### src/rtl/pwm_pkg.sv
// Shared definitions for the PWM capture block: FSM state encoding,
// default counter width and the saturation-limit helper.
package pwm_pkg;

    // Default width of the measured low/high counts.
    localparam int PWM_WIDTH = 4;

    // Capture FSM: IDLE waits for a falling edge to align on a frame start,
    // LOW counts the low phase, HIGH counts the high phase.
    typedef enum logic [1:0] {
        IDLE = 2'b00,
        LOW  = 2'b01,
        HIGH = 2'b10
    } pwm_state_e;

    // Largest value a counter of the given width can hold.
    function automatic logic [31:0] sat_max(input int unsigned width);
        sat_max = (32'd1 << width) - 32'd1;
    endfunction

endpackage

### src/rtl/pwm_sync_edge.sv
// Synchronizes the asynchronous PWM input and derives registered level and
// edge strobes. The level output and both strobes come from the same flop
// stage, so a strobe is high in exactly the cycle the level first shows the
// new value.
module pwm_sync_edge
    import pwm_pkg::*;
#(
    parameter int SYNC_STAGES = 2
) (
    input  logic clk,
    input  logic reset,
    input  logic pulse_in,
    output logic s,
    output logic rise,
    output logic fall
);

    logic [SYNC_STAGES-1:0] sync_r;
    logic                   level_r;
    logic                   rise_r;
    logic                   fall_r;

    // Synchronizer chain, then one more stage that holds the previous level
    // and produces the edge strobes aligned to it.
    always_ff @(posedge clk) begin
        if (reset) begin
            sync_r  <= {SYNC_STAGES{1'b0}};
            level_r <= 1'b0;
            rise_r  <= 1'b0;
            fall_r  <= 1'b0;
        end else begin
            sync_r  <= {sync_r[SYNC_STAGES-2:0], pulse_in};
            level_r <= sync_r[SYNC_STAGES-1];
            rise_r  <= sync_r[SYNC_STAGES-1] & ~level_r;
            fall_r  <= ~sync_r[SYNC_STAGES-1] & level_r;
        end
    end

    assign s    = level_r;
    assign rise = rise_r;
    assign fall = fall_r;

endmodule

### src/rtl/pwm_capture.sv
// PWM decoder: measures the low and high phase lengths of a pulse stream in
// clk cycles and presents each completed low+high frame as a (d, w) pair
// behind a valid/ready handshake, with a sticky overrun flag for frames
// dropped while a result was still pending.
module pwm_capture
    import pwm_pkg::*;
#(
    parameter int WIDTH       = PWM_WIDTH,
    parameter int SYNC_STAGES = 2
) (
    input  logic             clk,
    input  logic             reset,
    input  logic             pulse_in,
    input  logic             enable,
    output logic [WIDTH-1:0] d_out,
    output logic [WIDTH-1:0] w_out,
    output logic             sat_out,
    output logic             valid,
    input  logic             ready,
    output logic             overrun
);

    localparam logic [WIDTH-1:0] CNT_MAX  = WIDTH'(sat_max(WIDTH));
    localparam logic [WIDTH-1:0] CNT_ZERO = {WIDTH{1'b0}};
    localparam logic [WIDTH-1:0] CNT_ONE  = {{(WIDTH-1){1'b0}}, 1'b1};

    logic             s_s;
    logic             rise_s;
    logic             fall_s;

    pwm_state_e       state_r;
    pwm_state_e       state_next_s;
    logic [WIDTH-1:0] low_cnt_r;
    logic [WIDTH-1:0] low_cnt_next_s;
    logic [WIDTH-1:0] high_cnt_r;
    logic [WIDTH-1:0] high_cnt_next_s;
    logic             low_sat_r;
    logic             low_sat_next_s;
    logic             high_sat_r;
    logic             high_sat_next_s;
    logic             frame_end_s;

    logic [WIDTH-1:0] d_r;
    logic [WIDTH-1:0] w_r;
    logic             sat_r;
    logic             valid_r;
    logic             overrun_r;

    pwm_sync_edge #(
        .SYNC_STAGES (SYNC_STAGES)
    ) u_sync_edge (
        .clk      (clk),
        .reset    (reset),
        .pulse_in (pulse_in),
        .s        (s_s),
        .rise     (rise_s),
        .fall     (fall_s)
    );

    // FSM state and phase counters/saturation flags.
    always_ff @(posedge clk) begin
        if (reset) begin
            state_r    <= IDLE;
            low_cnt_r  <= CNT_ZERO;
            high_cnt_r <= CNT_ZERO;
            low_sat_r  <= 1'b0;
            high_sat_r <= 1'b0;
        end else begin
            state_r    <= state_next_s;
            low_cnt_r  <= low_cnt_next_s;
            high_cnt_r <= high_cnt_next_s;
            low_sat_r  <= low_sat_next_s;
            high_sat_r <= high_sat_next_s;
        end
    end

    // Next-state logic: a fall starts a low phase (and closes a frame when
    // coming from HIGH), a rise starts the high phase. Counters stick at
    // their maximum and raise their own saturation flag instead of wrapping.
    always_comb begin
        state_next_s    = state_r;
        low_cnt_next_s  = low_cnt_r;
        high_cnt_next_s = high_cnt_r;
        low_sat_next_s  = low_sat_r;
        high_sat_next_s = high_sat_r;
        frame_end_s     = 1'b0;

        if (!enable) begin
            state_next_s    = IDLE;
            low_cnt_next_s  = CNT_ZERO;
            high_cnt_next_s = CNT_ZERO;
            low_sat_next_s  = 1'b0;
            high_sat_next_s = 1'b0;
        end else begin
            case (state_r)
                IDLE: begin
                    if (fall_s) begin
                        low_cnt_next_s  = CNT_ONE;
                        low_sat_next_s  = 1'b0;
                        high_sat_next_s = 1'b0;
                        state_next_s    = LOW;
                    end else begin
                        state_next_s = IDLE;
                    end
                end
                LOW: begin
                    if (rise_s) begin
                        high_cnt_next_s = CNT_ONE;
                        high_sat_next_s = 1'b0;
                        state_next_s    = HIGH;
                    end else if (!s_s) begin
                        if (low_cnt_r == CNT_MAX) begin
                            low_sat_next_s = 1'b1;
                        end else begin
                            low_cnt_next_s = low_cnt_r + CNT_ONE;
                        end
                    end else begin
                        state_next_s = LOW;
                    end
                end
                HIGH: begin
                    if (fall_s) begin
                        frame_end_s     = 1'b1;
                        low_cnt_next_s  = CNT_ONE;
                        low_sat_next_s  = 1'b0;
                        high_sat_next_s = 1'b0;
                        state_next_s    = LOW;
                    end else if (s_s) begin
                        if (high_cnt_r == CNT_MAX) begin
                            high_sat_next_s = 1'b1;
                        end else begin
                            high_cnt_next_s = high_cnt_r + CNT_ONE;
                        end
                    end else begin
                        state_next_s = HIGH;
                    end
                end
                default: begin
                    state_next_s    = IDLE;
                    low_cnt_next_s  = CNT_ZERO;
                    high_cnt_next_s = CNT_ZERO;
                    low_sat_next_s  = 1'b0;
                    high_sat_next_s = 1'b0;
                end
            endcase
        end
    end

    // Result registers and handshake: a completed frame loads when the slot
    // is free or is being accepted this cycle; otherwise it is dropped and
    // overrun is flagged until the held result is taken.
    always_ff @(posedge clk) begin
        if (reset) begin
            d_r       <= CNT_ZERO;
            w_r       <= CNT_ZERO;
            sat_r     <= 1'b0;
            valid_r   <= 1'b0;
            overrun_r <= 1'b0;
        end else if (frame_end_s && (!valid_r || ready)) begin
            d_r     <= low_cnt_r;
            w_r     <= high_cnt_r;
            sat_r   <= low_sat_r | high_sat_r;
            valid_r <= 1'b1;
        end else if (frame_end_s) begin
            overrun_r <= 1'b1;
        end else if (valid_r && ready) begin
            valid_r   <= 1'b0;
            overrun_r <= 1'b0;
        end else begin
            valid_r <= valid_r;
        end
    end

    assign d_out   = d_r;
    assign w_out   = w_r;
    assign sat_out = sat_r;
    assign valid   = valid_r;
    assign overrun = overrun_r;

endmodule

### config.mk
export PLATFORM = sky130hd
export DESIGN_NAME = pwm_capture
export DESIGN_NICKNAME = d
export VERILOG_FILES = /design/src/rtl/pwm_pkg.sv /design/src/rtl/pwm_sync_edge.sv /design/src/rtl/pwm_capture.sv
export SDC_FILE = /design/constraint.sdc
export NUM_CORES = 1
export LEC_CHECK = 0
export CAP_MARGIN = 20
export CELL_PAD_IN_SITES_DETAIL_PLACEMENT = 2
export CELL_PAD_IN_SITES_GLOBAL_PLACEMENT = 2
export CORE_MARGIN = 4
export CORE_UTILIZATION = 38
export CTS_BUF_LIST = sky130_fd_sc_hd__clkbuf_4 sky130_fd_sc_hd__clkbuf_8
export DETAILED_ROUTE_END_ITERATION = 8
export MAX_ROUTING_LAYER = met4
export PLACE_DENSITY = 0.91
export SYNTH_ARGS = -nofsm -noshare
export SYNTH_HDL_FRONTEND = slang
export SYNTH_HIERARCHICAL = 1
export SYNTH_SLANG_ARGS = --single-unit
export TNS_END_PERCENT = 20
### constraint.sdc
create_clock -name clk -period 3.1 [get_ports clk]
set_clock_uncertainty 0.2 [all_clocks]
set_input_delay 0.62 -clock clk [delete_from_list [all_inputs] [get_ports clk]]
set_output_delay 0.62 -clock clk [all_outputs]
set_load 0.01 [all_outputs]
==> reports/metrics.yaml, run 1 <==
worst_setup_path:
  path_delay_family: "compound AO/OA/AOI/OAI gates"
  required_ns: 3.14
  cpMaxStageDelayCell: "dfxtp_1"
  setup.worst_path.start_class: "flop"
  cp_num_buf_inv: 1
  critical_path_peak_fanout: 7
  worstPathCellList: "inv_1, ha_1, and4_1, a2111o_1, a221oi_2, nor2_1"
  critPathKind: "reg2reg"
  slowest_delay_ns: 0.50
  arrival_ns: 2.32
  end_kind: "flop"
floorplan:
  fp.dieH_um: 66.9
  start_util_pct: 39.5
  fp.dieW_um: 66.9
  rows: 21
  core_um2: 3340
  io_pins: 16
  die_area_um2: 4480
timing:
  finalHoldViolCount: 0
  setup_viol: 0
  final.period_utilization_pct: 73.5
  fin_hold_ws_ns: 0.258
  tightest_slew_ns: 0.578
  min_period_ns: 2.28
  fmax_mhz: 439
  fin_tns_setup_ns: 0
  drv_slew: 0
  slew_headroom_pct: 61.4
  rsz0062_at_grt: "false"
cts:
  hold_buffers: 0
  cts.sinks: 28
  path_clk_slew_ns: 0.16
  cts.repair.resized: 0
  cts_setup_buffers: 0
  clockRootBuffer: "clkbuf_4"
  cts_tree: "yes"
  clk_latency_ns: 0.34
  cts_made_buffers: 3
  clockBufferDepth: 2
  cts_max_level: 1
synth:
  synth_most_common_cell: "dfxtp_1"
  ys_top_cells_by_area: "dfxtp_1, mux2i_1, ha_1"
  yosysWarnings: 6
  yosysTopAreaCellShare_pct: 42.5
  yosys-top-cells-count: "dfxtp_1, nor2_1, mux2i_1"
  ys_ff_latch: 28
  synth_edf_count: 0
  synth_top_area_cell: "dfxtp_1"
  synthArstFlopShare_pct: 0
  synthFlopType: "dfxtp_1"
  synth_area_per_cell_um2: 9.22
  ys_types: 34
  synthesis.area_um2: 1320
  synth_seq_area_share_pct: 42.5
  syn_inst: 143
  synth_fp_nets: 154
detailed_routing:
  wire_per_inst_um: 19.9
  drc_errors: 0
  viasPerCell: 5.81
  ant_nets: 0
  dr.pass1.iters: 4
  totalWireLength_mm: 4.09
  num_vias: 1191
  drt_iter0_drc: 47
power:
  clkPwrFrac_pct: 38.8
  powerDensity_nw_per_um2: 405
  p_int_w: 0.000504
  seqPwrFrac_pct: 57.4
  ir_worst_vdd_uv: 187
  switching_power_w: 0.000132
  pwr-share-comb_pct: 3.7
  p_sw_share_pct: 20.8
  leakagePower_nw: 0.569
cells_and_area:
  layout-drive-gt1-share_pct: 6.29
  area_delta_synth_final_pct: 19.1
  fin_nets: 171
  stdcell_count: 205
  final_util_pct: 47.1
  antenna_cells: 0
  fillerInstances: 366
placed_design:
  port_buffers: 15
  hpwl_mm: 2.93
  place_congestion: 0.777
  place_inst: 201
global_route:
  antenna_found_initial: 0
  grt_pass1_vias: 1321
  gr-total-overflow: 0
  track_usage_pct: 21.7
  grt_max_degree: 17
  grt_pass1_wl_mm: 6.94
hold_path:
  hp-class: "reg2reg"
status:
  status: "completed"
flow_run:
  max_cap_violations: 0
## cells in the final DEF, fill, tap and decap left out, types with 5 or more instances in the layout
master           instances
nand2b_1                 7
ha_1                     6
dfxtp_1                 28
a21oi_1                  7
clkdlybuf4s50_1         15
nand3_1                  5
mux2i_1                 11
nor2b_1                  6
nand2_1                  7
nor2_1                  18
## power groups by stage
stage / registers [W] / clock network (W) / logic (W)
3_5_place_dp: 0.000373 / 0 / 0.0000236
6_report: 0.000365 / 0.000247 / 0.0000236
4_1_cts: 0.000365 / 0.000248 / 0.0000240
5_1_grt: 0.000366 / 0.000267 / 0.0000260
3_3_place_gp: 0.000372 / 0 / 0.0000218
2_1_floorplan: 0.000372 / 0 / 0.0000123
## final cells by class
cell class / instances / area, um^2 / area share [%]
multi-input combinational: 105 / 712 / 45.3
sequential: 28 / 561 / 35.7
timing repair buffer: 18 / 173 / 11.0
tap: 46 / 57.6 / 3.67
clock inverter: 1 / 30.0 / 1.91
clock buffer: 3 / 22.5 / 1.43
inverter: 4 / 15.0 / 0.956
## path summary, 6_finish.rpt
path                         startpoint  slack [ns]  cells after the start          endpoint
setup / recovery             state_r[0]        0.82                      6     high_cnt_r[2]
hold / removal    u_sync_edge/sync_r[1]        0.26                      1  u_sync_edge/fall
setup reg to reg             state_r[0]        0.82                      6     high_cnt_r[2]
hold reg to reg   u_sync_edge/sync_r[1]        0.26                      1  u_sync_edge/fall
## through the flow
stage	power (W)	area, um^2	worst slack [ns]
after floorplan	0.000384	1320	1.11
after detailed placement	0.000397	1520	0.721
after global routing	0.000659	1570	0.700
after global placement	0.000394	1520	0.906
final	0.000636	1570	0.820
after CTS	0.000638	1570	0.848
## layer usage
metal | GRT usage, % | routed length [um]
met5 | - | 0
met4 | 10.9 | 160
met3 | 2.87 | 78
met2 | 37.7 | 2130
met1 | 24.2 | 1720
## flip-flops by register name, indices dropped and copies added (netlist names)
register and count:
d_out 4, high_cnt_r 4, low_cnt_r 4, w_out 4, state_r 2, u_sync_edge/sync_r 2, high_sat_r 1, low_sat_r 1
overrun 1, sat_out 1, u_sync_edge/fall 1, u_sync_edge/rise 1, u_sync_edge/s 1, valid 1
## cell families after synthesis
group           Yosys count  synth area share, %
simple gates             57                 23.3
compound gates           30                 15.7
flops                    28                 42.5
mux                      12                 9.20
buf+inv                  10                 3.51
fa+ha+maj                 6                 5.69
No activity file was read; power rests on OpenSTA's default activity.
==> inputs of run 2 (changes only) <==
--- a/config.mk
+++ b/config.mk
@@ -9,11 +9,11 @@
 export CELL_PAD_IN_SITES_DETAIL_PLACEMENT = 2
 export CELL_PAD_IN_SITES_GLOBAL_PLACEMENT = 2
 export CORE_MARGIN = 4
-export CORE_UTILIZATION = 38
+export CORE_UTILIZATION = 35
 export CTS_BUF_LIST = sky130_fd_sc_hd__clkbuf_4 sky130_fd_sc_hd__clkbuf_8
 export DETAILED_ROUTE_END_ITERATION = 8
 export MAX_ROUTING_LAYER = met4
-export PLACE_DENSITY = 0.91
+export PLACE_DENSITY = 0.85
 export SYNTH_ARGS = -nofsm -noshare
 export SYNTH_HDL_FRONTEND = slang
 export SYNTH_HIERARCHICAL = 1
==> constraint.sdc (replaced) <==
create_clock -name clk -period 2.1 [get_ports clk]
set_clock_uncertainty 0.2 [all_clocks]
set_input_delay 0.42 -clock clk [delete_from_list [all_inputs] [get_ports clk]]
set_output_delay 0.42 -clock clk [all_outputs]
set_load 0.01 [all_outputs]
==> reports/metrics.yaml, run 2 (synthesis gave the netlist of run 1 again) <==
floorplan:
  io_pins: 16
  fp.dieH_um: 69.4
  core_um2: 3660
  start_util_pct: 36.0
  rows: 22
  die_area_um2: 4810
  fp.dieW_um: 69.4
detailed_routing:
  num_vias: 1201
  totalWireLength_mm: 4.72
  viasPerCell: 5.64
  ant_nets: 0
  drt_iter0_drc: 32
  wire_per_inst_um: 22.2
  drc_errors: 0
  dr.pass1.iters: 6
global_route:
  antenna_found_initial: 0
  grt_pass1_wl_mm: 7.00
  grt_pass1_vias: 1335
  track_usage_pct: 19.2
  grt_max_degree: 17
  gr-total-overflow: 0
timing:
  drv_slew: 0
  slew_headroom_pct: 62.3
  fmax_mhz: 498
  finalHoldViolCount: 0
  min_period_ns: 2.01
  fin_hold_ws_ns: 0.243
  setup_viol: 0
  tightest_slew_ns: 0.563
  fin_tns_setup_ns: 0
  final.period_utilization_pct: 95.7
placed_design:
  port_buffers: 15
  place_congestion: 0.860
  hpwl_mm: 3.01
  dpl-instance-area_um2: 1570
worst_setup_path:
  cp_num_buf_inv: 1
  critical_path_peak_fanout: 7
  worstPathCellList: "inv_1, ha_2, o21ai_1, o211ai_1, a311o_1, a21oi_1"
  required_ns: 2.12
  path_delay_family: "compound AO/OA/AOI/OAI gates"
  setup.worst_path.start_class: "flop"
  critPathKind: "reg2reg"
  slowest_delay_ns: 0.44
  cpMaxStageDelayCell: "a311o_1"
  arrival_ns: 2.03
  end_kind: "flop"
cells_and_area:
  area_delta_synth_final_pct: 24.4
  final_design_area_no_fill_um2: 1640
  layout-drive-gt1-share_pct: 12.7
  antenna_cells: 0
  final_common_cell: "dfxtp_1"
  fin_nets: 177
  final_cell_mix: "dfxtp_1, nor2_1, clkdlybuf4s50_1"
cts:
  path_clk_slew_ns: 0.10
  cts_made_buffers: 3
  cts.sinks: 28
  clk_latency_ns: 0.29
  clockRootBuffer: "clkbuf_8"
  cts_max_level: 1
  cts_tree: "yes"
  clockBufferDepth: 2
flow_run:
  max_cap_violations: 0
power:
  ir_worst_vdd_uv: 272
  leakagePower_nw: 0.603
  finalPower_w: 0.000931
  powerDensity_nw_per_um2: 568
status:
  status: "completed"
hold_path:
  hp-class: "reg2reg"
[run 2: final timing paths]
| check | start | to | slack, ns | cells past startpoint |
|---|---|---|---|---|
| max reg2reg | state_r[1] | low_cnt_r[0] | 0.09 | 6 |
| min | u_sync_edge/sync_r[1] | u_sync_edge/fall | 0.24 | 1 |
| min reg2reg | u_sync_edge/sync_r[1] | u_sync_edge/fall | 0.24 | 1 |
| max | state_r[1] | low_cnt_r[0] | 0.09 | 6 |
[run 2: layer usage]
layer	vias to the layer above	wire length, um	GRT usage [%]
met2	23	2450	31.7
met1	611	2000	22.8
li1	554	-	-
met3	13	108	2.61
met5	-	0	-
met4	0	168	9.33
[run 2: final cells by class]
| class | count | area, um^2 |
|---|---|---|
| tap | 48 | 60.1 |
| inverter | 4 | 15.0 |
| fill | 387 | 2020 |
| clock buffer | 4 | 55.1 |
| multi-input combinational | 105 | 727 |
| sequential | 28 | 562 |
| timing repair buffer | 24 | 221 |
[run 2: report_power, final]
group | internal (W) | switching (W)
clock | 0.000169 | 0.000183
sequential | 0.000534 | 0.00000360
combinational | 0.0000189 | 0.0000231
[run 2: metrics by stage]
step                worst slack (ns)  instances  util, %
global route                 -0.0150        213     44.8
finish                        0.0909        213     44.8
global placement               0.142        209     42.8
detailed placement            -0.101        209     42.8
CTS                           0.0100        213     44.3
floorplan                      0.113        143        -
[run 2: timing repair]
item,in CTS,in global routing
gates resized for setup,0,6
hold buffers,0,0
endpoints found under the setup margin,0,13
setup buffers,0,0
==> inputs of run 3 (changes only) <==
--- a/config.mk
+++ b/config.mk
@@ -9,11 +9,11 @@
 export CELL_PAD_IN_SITES_DETAIL_PLACEMENT = 2
 export CELL_PAD_IN_SITES_GLOBAL_PLACEMENT = 2
 export CORE_MARGIN = 4
-export CORE_UTILIZATION = 35
+export CORE_UTILIZATION = 38
 export CTS_BUF_LIST = sky130_fd_sc_hd__clkbuf_4 sky130_fd_sc_hd__clkbuf_8
 export DETAILED_ROUTE_END_ITERATION = 8
 export MAX_ROUTING_LAYER = met4
-export PLACE_DENSITY = 0.85
+export PLACE_DENSITY = 0.91
 export SYNTH_ARGS = -nofsm -noshare
 export SYNTH_HDL_FRONTEND = slang
 export SYNTH_HIERARCHICAL = 1
==> constraint.sdc (replaced) <==
create_clock -name clk -period 2.5 [get_ports clk]
set_clock_uncertainty 0.2 [all_clocks]
set_input_delay 0.5 -clock clk [delete_from_list [all_inputs] [get_ports clk]]
set_output_delay 0.5 -clock clk [all_outputs]
set_load 0.01 [all_outputs]
==> reports/metrics.yaml, run 3 (synthesis gave the netlist of run 1 again) <==
status:
  status: "completed"
global_route:
  grt_pass1_vias: 1281
  gr-total-overflow: 0
  grt_max_degree: 17
  track_usage_pct: 20.9
  grt_pass1_wl_mm: 6.67
  antenna_found_initial: 0
timing:
  finalWorstSetupSlack_ns: 0.234
  min_period_ns: 2.27
  fin_hold_ws_ns: 0.266
  final.period_utilization_pct: 90.6
  setup_viol: 0
  slew_headroom_pct: 65.1
  rsz0062_at_grt: "false"
  finalHoldViolCount: 0
  tightest_slew_ns: 0.520
  fmax_mhz: 441
  fin_tns_setup_ns: 0
  drv_slew: 0
placed_design:
  port_buffers: 15
  hpwl_mm: 2.89
  dpl-instance-area_um2: 1530
  dp_slack_ns: 0.297
  place_congestion: 0.878
cts:
  cts_setup_buffers: 0
  clockRootBuffer: "clkbuf_4"
  cts_made_buffers: 3
  cts.repair.resized: 0
  path_clk_slew_ns: 0.16
  cts.sinks: 28
  cts_tree: "yes"
  clockBufferDepth: 2
  hold_buffers: 0
  clk_latency_ns: 0.34
  cts_max_level: 1
worst_setup_path:
  critPathKind: "reg2reg"
  end_kind: "flop"
  critical_path_peak_fanout: 7
  arrival_ns: 2.31
  setup.worst_path.start_class: "flop"
  required_ns: 2.54
detailed_routing:
  dr.pass1.iters: 4
  totalWireLength_mm: 3.96
  ant_nets: 0
  num_vias: 1126
  wire_per_inst_um: 19.2
  drc_errors: 0
  viasPerCell: 5.47
  drt_iter0_drc: 40
cells_and_area:
  final_common_cell: "dfxtp_1"
  fillerInstances: 381
  area_delta_synth_final_pct: 19.6
  final_cell_mix: "dfxtp_1, nor2_1, clkdlybuf4s50_1"
  antenna_cells: 0
  fin_nets: 172
  layout-drive-gt1-share_pct: 6.88
  final_design_area_no_fill_um2: 1580
hold_path:
  hp-class: "reg2reg"
power:
  ir_worst_vdd_uv: 303
  leakagePower_nw: 0.574
  powerDensity_nw_per_um2: 500
floorplan:
  die_area_um2: 4480
  fp.dieH_um: 66.9
  rows: 21
  io_pins: 16
  core_um2: 3340
  fp.dieW_um: 66.9
  start_util_pct: 39.5
flow_run:
  max_cap_violations: 0
run 3: per-layer routing:
metal | track usage (%) | share of wire, %
met1 | 23.1 | 42
met2 | 38.0 | 54
met3 | 2.87 | 1.7
met4 | 7.59 | 2.3
met5 | - | 0
run 3: per-stage QoR:
| step | power (W) | std cells | utilization (%) |
|---|---|---|---|
| floorplan | 0.000476 | 143 | - |
| global placement | 0.000491 | 202 | 45.7 |
| detailed placement | 0.000492 | 202 | 45.7 |
| CTS | 0.000797 | 206 | 47.3 |
| global route | 0.000817 | 206 | 47.3 |
| finish | 0.000789 | 206 | 47.3 |
run 3: report_power, final:
part | switching, W | internal [W] | leakage [nW]
clock network | 0.000143 | 0.000162 | 0.0279
registers | 0.00000330 | 0.000449 | 0.226
logic | 0.0000166 | 0.0000140 | 0.320
total | 0.000163 | 0.000626 | 0.574
run 3: worst paths after layout:
check	from	endpoint	slack, ns	depth (start not counted)
max	state_r[0]	high_cnt_r[2]	0.23	6
min	u_sync_edge/sync_r[0]	u_sync_edge/sync_r[1]	0.27	1
max reg2reg	state_r[0]	high_cnt_r[2]	0.23	6
min reg2reg	u_sync_edge/sync_r[0]	u_sync_edge/sync_r[1]	0.27	1
run 3: area by class of cell:
| type | instances | area, um^2 | area share, % |
|---|---|---|---|
| multi-input cells | 105 | 712 | 45.1 |
| well taps | 46 | 57.6 | 3.65 |
| clock buffers | 3 | 22.5 | 1.43 |
| inverters | 4 | 15.0 | 0.952 |
| flip-flops and latches | 28 | 561 | 35.5 |
| repair buffers | 19 | 180 | 11.4 |
| clock inverters | 1 | 30.0 | 1.90 |
run 3: critical path, stage by stage (launching register included):
cell and delay (ns):
dfxtp_1 0.52, inv_1 0.13, ha_1 0.26, and4_1 0.20
a2111o_1 0.48, a221oi_2 0.31, nor2_1 0.06
